## config.mk

```make
export PLATFORM = sky130hd
export DESIGN_NAME = ycbcr_to_rgb
export DESIGN_NICKNAME = d
export VERILOG_FILES = /design/src/rtl/ycbcr_pkg.sv /design/src/rtl/video_sync_delay.sv /design/src/rtl/ycbcr_to_rgb.sv
export SDC_FILE = /design/constraint.sdc
export NUM_CORES = 1
export LEC_CHECK = 0
export CORE_MARGIN = 1.5
export CORE_UTILIZATION = 57
export CTS_BUF_LIST = sky130_fd_sc_hd__clkbuf_4
export CTS_CLUSTER_DIAMETER = 150
export DETAILED_ROUTE_END_ITERATION = 8
export PLACE_DENSITY = 0.79
export SLEW_MARGIN = 20
export SYNTH_ARGS = -nofsm -noshare
export SYNTH_HDL_FRONTEND = slang
export SYNTH_HIERARCHICAL = 1
export SYNTH_SLANG_ARGS = --single-unit
```

## constraint.sdc

```tcl
create_clock -name i_clk -period 4 [get_ports i_clk]
set_input_delay 0.4 -clock i_clk [delete_from_list [all_inputs] [get_ports i_clk]]
set_output_delay 0.4 -clock i_clk [all_outputs]
set_load 0.01 [all_outputs]
```

## src/rtl/ycbcr_pkg.sv

```systemverilog
// Shared constants and helpers for the BT.601 studio-swing YCbCr -> RGB path.
package ycbcr_pkg;

  // Fixed-point coefficients (x256) for the conversion equations
  localparam int COEF_Y   = 298;
  localparam int COEF_RCR = 409;
  localparam int COEF_GCB = 100;
  localparam int COEF_GCR = 208;
  localparam int COEF_BCB = 516;

  // Input offsets, rounding constant and final scaling shift
  localparam int OFF_Y    = 16;
  localparam int OFF_C    = 128;
  localparam int ROUND    = 128;
  localparam int SHIFT    = 8;

  // Pixel and sync latency through the converter
  localparam int PIPE_LAT = 4;

  // Datapath widths: 9-bit offsets, 20-bit products/sums, 12-bit scaled result
  localparam int OFS_W = 9;
  localparam int ACC_W = 20;
  localparam int RES_W = 12;

  typedef logic signed [OFS_W-1:0] ofs_t;
  typedef logic signed [ACC_W-1:0] acc_t;
  typedef logic signed [RES_W-1:0] res_t;

  typedef struct packed {
    logic hs;
    logic vs;
    logic de;
  } sync_t;

  // Sign-extend an offset value to accumulator width
  function automatic acc_t sext(input ofs_t v);
    return acc_t'(v);
  endfunction

  // Saturate a scaled channel result to 0..255
  function automatic logic [7:0] clamp_u8(input res_t v);
    if (v < res_t'(0)) return '0;
    if (v > res_t'(255)) return '1;
    return v[7:0];
  endfunction

  // A channel is clipped when its unclamped value leaves 0..255
  function automatic logic is_clip(input res_t v);
    return (v < res_t'(0)) || (v > res_t'(255));
  endfunction

endpackage

```

## src/rtl/video_sync_delay.sv

```systemverilog
// Resettable fixed-depth delay line for video sync/control bits.
module video_sync_delay #(
  parameter int unsigned WIDTH = 3,
  parameter int unsigned DEPTH = 4
) (
  input  logic             clk_i,
  input  logic             rst_ni,
  input  logic [WIDTH-1:0] data_i,
  output logic [WIDTH-1:0] data_o
);

  logic [WIDTH-1:0] tap_q [DEPTH];

  // Shift register; every tap clears on reset so no stale sync survives
  always_ff @(posedge clk_i or negedge rst_ni) begin
    if (!rst_ni) begin
      for (int unsigned k = 0; k < DEPTH; k++) begin
        tap_q[k] <= '0;
      end
    end else begin
      tap_q[0] <= data_i;
      for (int unsigned k = 1; k < DEPTH; k++) begin
        tap_q[k] <= tap_q[k-1];
      end
    end
  end

  assign data_o = tap_q[DEPTH-1];

endmodule

```

## src/rtl/ycbcr_to_rgb.sv

```systemverilog
// BT.601 studio-swing YCbCr to full-range RGB, 4-stage pipeline.
// Optional per-frame clipped-pixel statistics: YCBCR_TO_RGB_CLIP_STAT_EN.
module ycbcr_to_rgb
  import ycbcr_pkg::*;
#(
  parameter int unsigned CLIP_CNT_W = 16
) (
  input  logic                  i_clk,
  input  logic                  i_rst_n,
  input  logic                  i_hsyn,
  input  logic                  i_vsyn,
  input  logic                  i_de,
  input  logic [7:0]            i_y,
  input  logic [7:0]            i_cb,
  input  logic [7:0]            i_cr,
  output logic                  o_hs,
  output logic                  o_vs,
  output logic                  o_de,
  output logic [7:0]            o_r,
  output logic [7:0]            o_g,
  output logic [7:0]            o_b,
  output logic [CLIP_CNT_W-1:0] o_clip_cnt,
  output logic                  o_clip_vld
);

  // ---------------- S1: offsets ----------------
  ofs_t yo_d, cbo_d, cro_d;
  ofs_t yo_q, cbo_q, cro_q;

  // Remove studio-swing offsets; results fit 9-bit signed
  always_comb begin
    yo_d  = ofs_t'({1'b0, i_y}  - 9'(OFF_Y));
    cbo_d = ofs_t'({1'b0, i_cb} - 9'(OFF_C));
    cro_d = ofs_t'({1'b0, i_cr} - 9'(OFF_C));
  end

  // S1 registers
  always_ff @(posedge i_clk or negedge i_rst_n) begin
    if (!i_rst_n) begin
      yo_q  <= '0;
      cbo_q <= '0;
      cro_q <= '0;
    end else begin
      yo_q  <= yo_d;
      cbo_q <= cbo_d;
      cro_q <= cro_d;
    end
  end

  // ---------------- S2: products ----------------
  acc_t py_d, prcr_d, pgcb_d, pgcr_d, pbcb_d;
  acc_t py_q, prcr_q, pgcb_q, pgcr_q, pbcb_q;

  // Constant multiplies in 20-bit signed arithmetic
  always_comb begin
    py_d   = sext(yo_q)  * acc_t'(COEF_Y);
    prcr_d = sext(cro_q) * acc_t'(COEF_RCR);
    pgcb_d = sext(cbo_q) * acc_t'(COEF_GCB);
    pgcr_d = sext(cro_q) * acc_t'(COEF_GCR);
    pbcb_d = sext(cbo_q) * acc_t'(COEF_BCB);
  end

  // S2 registers
  always_ff @(posedge i_clk or negedge i_rst_n) begin
    if (!i_rst_n) begin
      py_q   <= '0;
      prcr_q <= '0;
      pgcb_q <= '0;
      pgcr_q <= '0;
      pbcb_q <= '0;
    end else begin
      py_q   <= py_d;
      prcr_q <= prcr_d;
      pgcb_q <= pgcb_d;
      pgcr_q <= pgcr_d;
      pbcb_q <= pbcb_d;
    end
  end

  // ---------------- S3: sums plus rounding ----------------
  res_t rs_d, gs_d, bs_d;
  res_t rs_q, gs_q, bs_q;

  // Sum, round and scale; the scaled value (-277..534) fits 12-bit signed
  always_comb begin
    rs_d = res_t'((py_q + prcr_q + acc_t'(ROUND)) >>> SHIFT);
    gs_d = res_t'((py_q - pgcb_q - pgcr_q + acc_t'(ROUND)) >>> SHIFT);
    bs_d = res_t'((py_q + pbcb_q + acc_t'(ROUND)) >>> SHIFT);
  end

  // S3 registers
  always_ff @(posedge i_clk or negedge i_rst_n) begin
    if (!i_rst_n) begin
      rs_q <= '0;
      gs_q <= '0;
      bs_q <= '0;
    end else begin
      rs_q <= rs_d;
      gs_q <= gs_d;
      bs_q <= bs_d;
    end
  end

  // ---------------- S4: clamp into output registers ----------------
  logic [7:0] r_d, g_d, b_d;
  logic [7:0] r_q, g_q, b_q;

  // Saturate each channel to 8 bits
  always_comb begin
    r_d = clamp_u8(rs_q);
    g_d = clamp_u8(gs_q);
    b_d = clamp_u8(bs_q);
  end

  // S4 registers
  always_ff @(posedge i_clk or negedge i_rst_n) begin
    if (!i_rst_n) begin
      r_q <= '0;
      g_q <= '0;
      b_q <= '0;
    end else begin
      r_q <= r_d;
      g_q <= g_d;
      b_q <= b_d;
    end
  end

  // ---------------- Sync alignment ----------------
  sync_t sync_in, sync_out;

  assign sync_in = '{hs: i_hsyn, vs: i_vsyn, de: i_de};

  video_sync_delay #(
    .WIDTH($bits(sync_t)),
    .DEPTH(PIPE_LAT)
  ) u_sync_delay (
    .clk_i (i_clk),
    .rst_ni(i_rst_n),
    .data_i(sync_in),
    .data_o(sync_out)
  );

  assign o_hs = sync_out.hs;
  assign o_vs = sync_out.vs;
  assign o_de = sync_out.de;

  // Pixels run through the pipe regardless of de; blanking is applied at the output
  assign o_r = sync_out.de ? r_q : '0;
  assign o_g = sync_out.de ? g_q : '0;
  assign o_b = sync_out.de ? b_q : '0;

`ifdef YCBCR_TO_RGB_CLIP_STAT_EN
  // ---------------- Clip statistics ----------------
  logic                  clip_d, clip_q;
  logic                  vs_prev_q;
  logic                  seen_d, seen_q;
  logic                  vld_d, vld_q;
  logic [CLIP_CNT_W-1:0] cnt_d, cnt_q;
  logic [CLIP_CNT_W-1:0] out_d, out_q;
  logic                  vs_rise;
  logic                  hit;

  // Any channel out of range; registered alongside S4 so it lines up with o_de
  always_comb begin
    clip_d = is_clip(rs_q) | is_clip(gs_q) | is_clip(bs_q);
  end

  assign vs_rise = o_vs & ~vs_prev_q;
  assign hit     = o_de & clip_q;

  // Frame accounting: the first vs rise after reset closes a partial frame and
  // is not reported; a clipped pixel on the rise cycle opens the new count
  always_comb begin
    cnt_d  = cnt_q;
    out_d  = out_q;
    vld_d  = 1'b0;
    seen_d = seen_q;
    if (vs_rise) begin
      if (seen_q) begin
        out_d = cnt_q;
        vld_d = 1'b1;
      end else begin
        seen_d = 1'b1;
      end
      cnt_d = hit ? CLIP_CNT_W'(1) : '0;
    end else if (hit && (cnt_q != '1)) begin
      cnt_d = cnt_q + CLIP_CNT_W'(1);
    end
  end

  // Clip statistics registers
  always_ff @(posedge i_clk or negedge i_rst_n) begin
    if (!i_rst_n) begin
      clip_q    <= 1'b0;
      vs_prev_q <= 1'b0;
      seen_q    <= 1'b0;
      vld_q     <= 1'b0;
      cnt_q     <= '0;
      out_q     <= '0;
    end else begin
      clip_q    <= clip_d;
      vs_prev_q <= o_vs;
      seen_q    <= seen_d;
      vld_q     <= vld_d;
      cnt_q     <= cnt_d;
      out_q     <= out_d;
    end
  end

  assign o_clip_cnt = out_q;
  assign o_clip_vld = vld_q;
`else
  assign o_clip_cnt = '0;
  assign o_clip_vld = 1'b0;
`endif

endmodule

```

==> results.cfg <==
[die]
die_x_um = 150.4
die-area_um2 = 22610
start_util = 0.5851
pin_count = 73
std_cell_rows = 53
core-area_um2 = 21150
die_height_um = 150.4

[route]
wl_per_cell_um = 14.28
vias = 7764
drtIter0Drc = 292
drt-pass1-iter-count = 4
drcViolationCount = 0
ant_nets = 0
avgViaCountPerCell = 5.121
drt_wl_total_um = 21640

[synthesis]
synth-seq-cells = 176
yosysTopAreaCell = dfrtp_1
synth.cell_area_um2 = 12380
synth_top_area_share = 0.3558
synth_commonest_cells = ha_1, inv_1, dfrtp_1
ys_seq_area_frac = 0.3558
syn_area_per_cell_um2 = 10.79
ys.flop_type = dfrtp_1
netlist-cell-type-count = 60
synth_most_common_cell = ha_1
yosys-top-cells-area = dfrtp_1, ha_1, fa_1
yosys_warnings = 6
ys_async_sr_fraction = 1.000
synth_edf_count = 0
synthCells = 1147

[clock_network]
clockRootBuffer = clkbuf_4
cts_buffers = 17
worst_skew_pair.late_latency_ns = 0.57
cts.sinks = 176
clk_pin_slew_ns = 0.15
clk_path_buf_depth = 2
cts_max_level = 4
cts_tree = yes

[outcome]
status = finished, final reports clean

[setup_path]
path_class = reg -> reg
worstPathMaxFanout = 3
critPathCaptureType = flip-flop
critPathRequiredTime_ns = 4.49
ff2ff_path_depth = 15
arrival_ns = 4.41
start_kind = flip-flop

[power]
comb_power_share = 0.637
p_seq_frac = 0.264
power.leakage_nw = 7.031
power.density_nw_per_um2 = 756.0
p_int_w = 0.005790
power_w = 0.01040
switching_power_w = 0.004611
swShare = 0.4433
power_frac_clock = 0.099
ir_worst_vdd_uv = 749.7

[hold_path]
hold_depth = 1
min_path_type = in -> reg

[timing]
period_needed_ns = 3.915
maxSlewHeadroom = 0.3830
fin_worst_skew_ns = 0.02003
fin_ws_ns = 0.08523
fin_crit_sh = 0.9787
rsz0062_at_grt = true
hold_viol = 0
setup_violations = 0
worst_pin_slew_ns = 0.9255
slew_violations = 0
fmax_ghz = 0.2554

[placement]
pre_cts_ws_ns = -0.02895
dp_hpwl_um = 17270
portBuffers = 55
dpl_cell_area_um2 = 13270
gp_congestion = 0.9035

[run]
cap_violations = 0

[cells_and_area]
final_area_um2 = 13760
syn_to_final_growth_pct = 11.15
fin_nets = 1567
drive_gt1_frac = 0.08468

[global_routing]
grt_max_degree = 103
grt.total_usage = 0.2098
grt_pass1_wl_um = 36800
overflow = 0
antenna_found_initial = 1
grt_pass1_vias = 7877
[worst max-delay path, stage by stage, from the launching register on]
cell and delay [ns]:
dfrtp_1 0.45, ha_4 0.26, ha_1 0.27, inv_1 0.05
fa_1 0.49, inv_1 0.05, ha_1 0.32, fa_1 0.49
ha_4 0.30, buf_4 0.11, a21oi_1 0.08, nand2b_1 0.18
a21oi_2 0.21, a41oi_2 0.18, a211oi_2 0.24, xor2_1 0.15
[final timing paths]
path	slack [ns]	endpoint	from
worst max-delay path	0.09	prcr_q[17]$_DFF_PN0_	cro_q[1]$_DFF_PN0_
worst min-delay path	0.24	cro_q[2]$_DFF_PN0_	i_cr[2]
worst max register to register	0.09	prcr_q[17]$_DFF_PN0_	cro_q[1]$_DFF_PN0_
worst min register to register	0.34	u_sync_delay/tap_q[8]$_DFF_PN0_	u_sync_delay/tap_q[11]$_DFF_PN0_
max in group asynchronous	2.64	r_q[0]$_DFF_PN0_	i_rst_n
min in group asynchronous	0.48	yo_q[3]$_DFF_PN0_	i_rst_n
[flip-flops by register name, summed over array words and instances, names as in the netlist]
name and count:
cbo_q 8, u_sync_delay/tap_q 9, rs_q 12, prcr_q 19, r_q 8, u_sync_delay/data_o 3
cro_q 8, g_q 8, pgcb_q 12, pbcb_q 18, b_q 8, bs_q 12
gs_q 12, pgcr_q 12, yo_q 9, py_q 18
[timing repair]
action,4_1_cts,5_1_grt
hold buffers,1,0
pin swaps,0,15
resized for setup,6,22
setup endpoints to repair,3,5
endpoints found under the hold margin,101,0
setup buffers,0,6
[power by group through the flow]
| stage | logic, W | clock network, W | registers, W |
|---|---|---|---|
| final | 0.00663 | 0.00103 | 0.00274 |
| after global routing | 0.00747 | 0.00115 | 0.00280 |
| after CTS | 0.00648 | 0.00107 | 0.00275 |
| after detailed placement | 0.00639 | 0 | 0.00279 |
| after global placement | 0.00619 | 0 | 0.00278 |
| after floorplan | 0.00497 | 0 | 0.00263 |
[routing by layer]
| layer | global-route usage | wire length, µm | vias up |
|---|---|---|---|
| li1 | - | - | 3910 |
| met1 | 0.2733 | 9880 | 3680 |
| met5 | 0 | 0 | - |
| met2 | 0.3530 | 10490 | 143 |
| met3 | 0.03697 | 824 | 31 |
| met4 | 0.07353 | 444 | 0 |
[placed cells by master (no fill, tap or decap), drive strengths merged, types with 27 or more instances in the layout]
cell type      netlist  final
fa                  54     54
and2                27     27
inv                190    195
nor2                92     92
o21ai               28     28
ha                 257    257
a21oi               55     55
dfrtp              176    176
xnor2               62     62
clkdlybuf4s50        0     54
[cells by family (layout without fill, tap and decap cells)]
group                    Yosys count  in the layout  share of synthesized area
AO/OA/AOI/OAI                    166            166                    0.09199
adder cells (fa/ha/maj)          311            311                     0.3471
other                              1             18                  0.0003030
flip-flops                       176            176                     0.3558
buffers and inverters            220            297                    0.07279
XOR/XNOR                          81             81                    0.05732
multiplexers                       1              1                  0.0008088
AND/OR/NAND/NOR                  191            191                    0.07380
[metrics by stage]
step	hold slack, ns	cells	setup TNS, ns	util
final	0.2382	1516	0	0.6503
after global routing	0.1893	1516	-0.1270	0.6503
after CTS	0.1948	1509	0	0.6423
after detailed placement	0.3347	1476	-0.02895	0.6271
after global placement	0.3323	1476	0	0.6271
after floorplan	0.1044	1163	0	-
[cell type report]
class                      instances  area [µm²]
sequential                       176        4412
timing repair buffer              75       716.9
tap                              275       344.1
antenna                            1       2.502
fill                            1625        7397
clock buffer                      18       135.1
multi-input combinational        767        7276
inverter                         190       716.9
clock inverter                    14       153.9
Power figures use the tool's default switching activity.
